[config.mk]
export PLATFORM = sky130hd
export DESIGN_NAME = rob_multi_ins
export DESIGN_NICKNAME = d
export VERILOG_FILES = /design/src/rtl/rob_multi_ins.sv
export SDC_FILE = /design/constraint.sdc
export NUM_CORES = 1
export LEC_CHECK = 0
export ABC_AREA = 1
export CAP_MARGIN = 20
export CORE_MARGIN = 4
export CORE_UTILIZATION = 53
export DETAILED_ROUTE_END_ITERATION = 10
export MAX_ROUTING_LAYER = met4
export PLACE_DENSITY = 0.85
export SETUP_SLACK_MARGIN = 0.02
export SLEW_MARGIN = 20
export SYNTH_ARGS = -nofsm -noshare
export SYNTH_HDL_FRONTEND = slang
export SYNTH_SLANG_ARGS = --single-unit
[constraint.sdc]
create_clock -name clk -period 8.9 [get_ports clk]
set_input_delay 2.225 -clock clk [delete_from_list [all_inputs] [get_ports clk]]
set_output_delay 2.225 -clock clk [all_outputs]
set_load 0.02 [all_outputs]
[src/rtl/rob_multi_ins.sv]
// Reorder buffer indexed by sequence number: out-of-order inserts on p_num_ins ports, in-order commit.
// Head is combinational (bypass 0 cycles, stored entry 1 cycle); a busy slot rejects its insert, and flush overrides everything.
module rob_multi_ins #(
  parameter int p_depth     = 8,
  parameter int p_num_ins   = 2,
  parameter int p_data_bits = 70
) (
  input  logic                             clk,
  input  logic                             rst,
  input  logic [p_num_ins-1:0]             ins_en,
  input  logic [$clog2(p_depth)-1:0]       ins_seq_num [p_num_ins],
  input  logic [p_data_bits-1:0]           ins_data    [p_num_ins],
  output logic [p_num_ins-1:0]             ins_rdy,
  input  logic                             deq_front_en,
  output logic                             deq_front_rdy,
  output logic [p_data_bits-1:0]           deq_front_data,
  output logic [$clog2(p_depth)-1:0]       deq_front_seq_num,
  input  logic                             flush_en,
  input  logic [$clog2(p_depth)-1:0]       flush_seq_num,
  output logic [$clog2(p_depth+1)-1:0]     count
);

  localparam int SW = $clog2(p_depth);
  localparam int CW = $clog2(p_depth + 1);

  logic [p_depth-1:0]     occ;
  logic [p_data_bits-1:0] data_q [p_depth];
  logic [SW-1:0]          deq_ptr;

  logic [p_num_ins-1:0]   grant;
  logic [p_num_ins-1:0]   bp_oh;
  logic [p_num_ins-1:0]   store;
  logic [p_data_bits-1:0] bp_data;
  logic                   found;
  logic                   head_occ;
  logic                   bypass;
  logic                   commit;
  logic                   consumed;
  logic [CW-1:0]          count_nxt;

  always_comb begin
    grant    = '0;
    bp_oh    = '0;
    bp_data  = '0;
    found    = 1'b0;
    head_occ = occ[deq_ptr];
    for (int k = 0; k < p_num_ins; k++) begin
      grant[k] = rst && ins_en[k] && !flush_en && !occ[ins_seq_num[k]];
      // A lower port requesting the same slot wins, even if it was itself rejected.
      for (int j = 0; j < k; j++) begin
        if (ins_en[j] && (ins_seq_num[j] == ins_seq_num[k])) grant[k] = 1'b0;
      end
      // Only the lowest-index granted port is a bypass candidate.
      if (grant[k] && !found) begin
        found = 1'b1;
        if ((ins_seq_num[k] == deq_ptr) && !head_occ) begin
          bp_oh[k] = 1'b1;
          bp_data  = ins_data[k];
        end
      end
    end

    bypass         = |bp_oh;
    deq_front_rdy  = !flush_en && (head_occ || bypass);
    deq_front_data = head_occ ? data_q[deq_ptr] : bp_data;
    commit         = deq_front_en && deq_front_rdy;
    consumed       = commit && !head_occ;
    store          = consumed ? (grant & ~bp_oh) : grant;

    count_nxt = count;
    for (int k = 0; k < p_num_ins; k++) begin
      if (store[k]) count_nxt = count_nxt + CW'(1);
    end
    if (commit && head_occ) count_nxt = count_nxt - CW'(1);
  end

  assign ins_rdy           = grant;
  assign deq_front_seq_num = deq_ptr;

  always_ff @(posedge clk or negedge rst) begin
    if (!rst) begin
      occ     <= '0;
      deq_ptr <= '0;
      count   <= '0;
    end else if (flush_en) begin
      occ     <= '0;
      deq_ptr <= flush_seq_num;
      count   <= '0;
    end else begin
      for (int k = 0; k < p_num_ins; k++) begin
        if (store[k]) occ[ins_seq_num[k]] <= 1'b1;
      end
      if (commit) begin
        occ[deq_ptr] <= 1'b0;
        deq_ptr      <= deq_ptr + SW'(1);
      end
      count <= count_nxt;
    end
  end

  // Payload storage carries no reset; occupancy alone decides validity.
  always_ff @(posedge clk) begin
    for (int k = 0; k < p_num_ins; k++) begin
      if (store[k]) data_q[ins_seq_num[k]] <= ins_data[k];
    end
  end

endmodule

==> flow_metrics.tcl <==
set metrics [dict create \
    cts_max_level 2 \
    pre_cts_ws_ns 0.992 \
    synthFlopType "edfxtp_1" \
    synth.distinct_cells 41 \
    min_period_ns 7.89 \
    timing.slew.headroom 0.237 \
    ant_nets 0 \
    synth_nets 3313 \
    clkTransAtPathRegs_ns 0.06 \
    synth_cells 3154 \
    synth_area_leaders "edfxtp_1 (56%), o21ai_0 (13%), nand2_1 (9.1%)" \
    clk_path_buf_depth 3 \
    ir_drop_mv 0.158 \
    multi_input_area_sq_um 11100 \
    areaGrowthSynthToFinish_pct 14.2 \
    clk_latency_ns 0.62 \
    netlist_top_cells_count "o21ai_0 (767), nand2_1 (727), edfxtp_1 (560)" \
    critical_path_class "primary input to primary output" \
    slew_violations 0 \
    synthMostInstantiatedCell "o21ai_0" \
    placed_cells 3875 \
    register_area_sq_um 17200 \
    globalRouteTotalUtil 0.300 \
    final.setup_skew_ns 0.0145 \
    holdWs_ns 0.537 \
    yosysWarnings 0 \
    drive_gt1_frac 0.0571 \
    reg2reg_from "deq_front_seq_num[0]" \
    top_layer_used "met4" \
    critical_path_arrival_ns 5.66 \
    core_area_sq_um 56300 \
    place_area_sq_um 32500 \
    fmax_mhz 127 \
    instances_no_fill 3983 \
    rr_worst_depth 14 \
    synth_edf_count 560 \
    setup_violations 0 \
    rr_endpoint "data_q[2][64]" \
    cap_violations 0 \
    fin_nets 3340 \
    ctsResizeCount 0 \
    boundaryPins 235 \
    drc 0 \
    async_reset_ff_frac 0.0261 \
    syn_avg_cell_area_sq_um 9.53 \
    design_area_sq_um 34300 \
    synth_top_area_frac 0.559 \
    port_buffers 234 \
    worst_pin_slew_ns 1.14 \
    met3_length_um 9710 \
    row_count 87 \
    hold_violations 0 \
    grt_setup_unrepaired "false" \
    wl_per_cell_um 22.6 \
    p_leak_nw 12.5 \
    die_y_um 246 \
    nFillCells 4517 \
    critPathLaunch "ins_seq_num[0]" \
    drt_wl_total_um 90200 \
    gr-total-overflow 0 \
    path_cells "clkdlybuf4s50_1 -> inv_2 -> nor2_1 -> nor2_1 -> nand2_1 -> nand3_2 -> nor2_8 -> nand3_4 -> buf_4 -> o211ai_1 -> clkdlybuf4s50_1" \
    synth-seq-cells 575 \
    cp.required_ns 6.68 \
    path_depth 11 \
    num_vias 24500 \
    antenna_found_initial 4 \
    tns_ns 0 \
    max_stage_delay_ns 0.94 \
    post_cts_buffers 0 \
    m1WireLength_um 33700 \
    dr.pass1.iters 9 \
    place_congestion 0.919 \
    vias_per_cell 6.16 \
    cp_top_family "buffers and inverters" \
    endpoint "deq_front_data[0]" \
    cp-end-kind "primary output" \
    dr.first_iter.drc_count 2752 \
    min_period_over_period 0.886 \
    grt_pass1_wl_um 136000 \
    wl_met2_um 43600 \
    clock_sinks 575 \
    power_mw 6.88 \
    rrSetupSlack_ns 3.13 \
    crit_buf_inv 4 \
    setup_ws_ns 1.01 \
    critical_path.slowest_cell "clkdlybuf4s50_1" \
    syn-cell-area_sq_um 30100 \
    first_global_vias 23300 \
    synth_top_cell_by_area "edfxtp_1" \
    tritoncts "done" \
    cts_root_buf "clkbuf_16" \
    grt_max_degree 118 \
    critPathLaunchType "primary input" \
    crit_fanout 27 \
    postCtsHoldBufs 0 \
    hpwl_um 48900 \
    synth-seq-area-share 0.572 \
    final_core_util 0.610 \
    dieArea_sq_um 60600 \
    power_density_nw_per_um2 200 \
    hold_class "flop to flop" \
    status "complete, no violations" \
    cts_buffers 59 \
    chipWidth_um 246 \
    initial_core_util 0.534 \
]
==> final cells by class <==
cell class	instances	area share
Clock inverter	26	0.00667
Multi-Input combinational cell	2151	0.324
Clock buffer	78	0.0463
Sequential cell	575	0.501
Timing Repair Buffer	281	0.0814
Inverter	113	0.0128
Antenna cell	3	0.000219
Tap cell	756	0.0275
==> cells by family (layout without fill, tap and decap cells) <==
group                    Yosys count  in the layout  synth area share
AO/OA/AOI/OAI                   1226           1226             0.238
XOR/XNOR                           9              9           0.00262
adder cells (fa/ha/maj)            4              4           0.00167
buffers and inverters            428            498            0.0607
flip-flops                       575            575             0.572
other                              0              3                 0
AND/OR/NAND/NOR                  912            912             0.125
==> metal layers <==
layer	track usage	vias to the layer above
li1	-	11300
met1	0.383	11500
met2	0.499	1503
met3	0.0410	227
met4	0.104	0
met5	-	-
==> registers in the layout (all words and copies together) (netlist names) <==
signal,flops
occ,8
deq_front_seq_num,3
count,4
data_q,560
==> worst reg2reg max path: cells and delay by family (launching register included) <==
kind                   cells  cell delay (ns)
buffers and inverters      6             2.65
AND/OR/NAND/NOR            7             0.95
flip-flops                 1             0.99
AO/OA/AOI/OAI              1             0.76
==> how the worst min path moves through the flow <==
stage | endpoint | from | slack, ns | cells past startpoint
2_1_floorplan | occ[3] | occ[3] | 0.48 | 2
4_1_cts | occ[2] | occ[2] | 0.53 | 2
5_1_grt | occ[0] | occ[0] | 0.58 | 2
3_3_place_gp | occ[0] | occ[0] | 0.50 | 2
3_5_place_dp | occ[2] | occ[2] | 0.51 | 2
6_report | occ[2] | occ[2] | 0.54 | 2
==> where the power goes <==
part,internal (mW),switching (mW)
sequential,3.02,0.0380
clock,1.36,1.03
combinational,0.531,0.906
total,4.91,1.97
==> cell usage in the layout (no fill, tap or decap), types with 8 or more instances in the layout <==
cell             Yosys  layout
o2111ai_1           70      70
o21ai_1             90      85
o21a_1             210     210
nor2_1             104     103
clkinv_2             0      10
o21ai_0            767     767
nor2_4               7       9
dfrtp_1             15      14
clkbuf_16            0      61
a31oi_1              8       8
o211ai_1            60      60
inv_2               15      14
clkbuf_1           211      17
nand2_1            727     727
clkdlybuf4s50_1      0     234
clkinv_1             0       9
buf_12               0       8
buf_4               34      39
inv_1               96      96
xnor2_1              8       8
nand3_1             48      48
edfxtp_1           560     560
No activity file was read; power rests on OpenSTA's default activity.
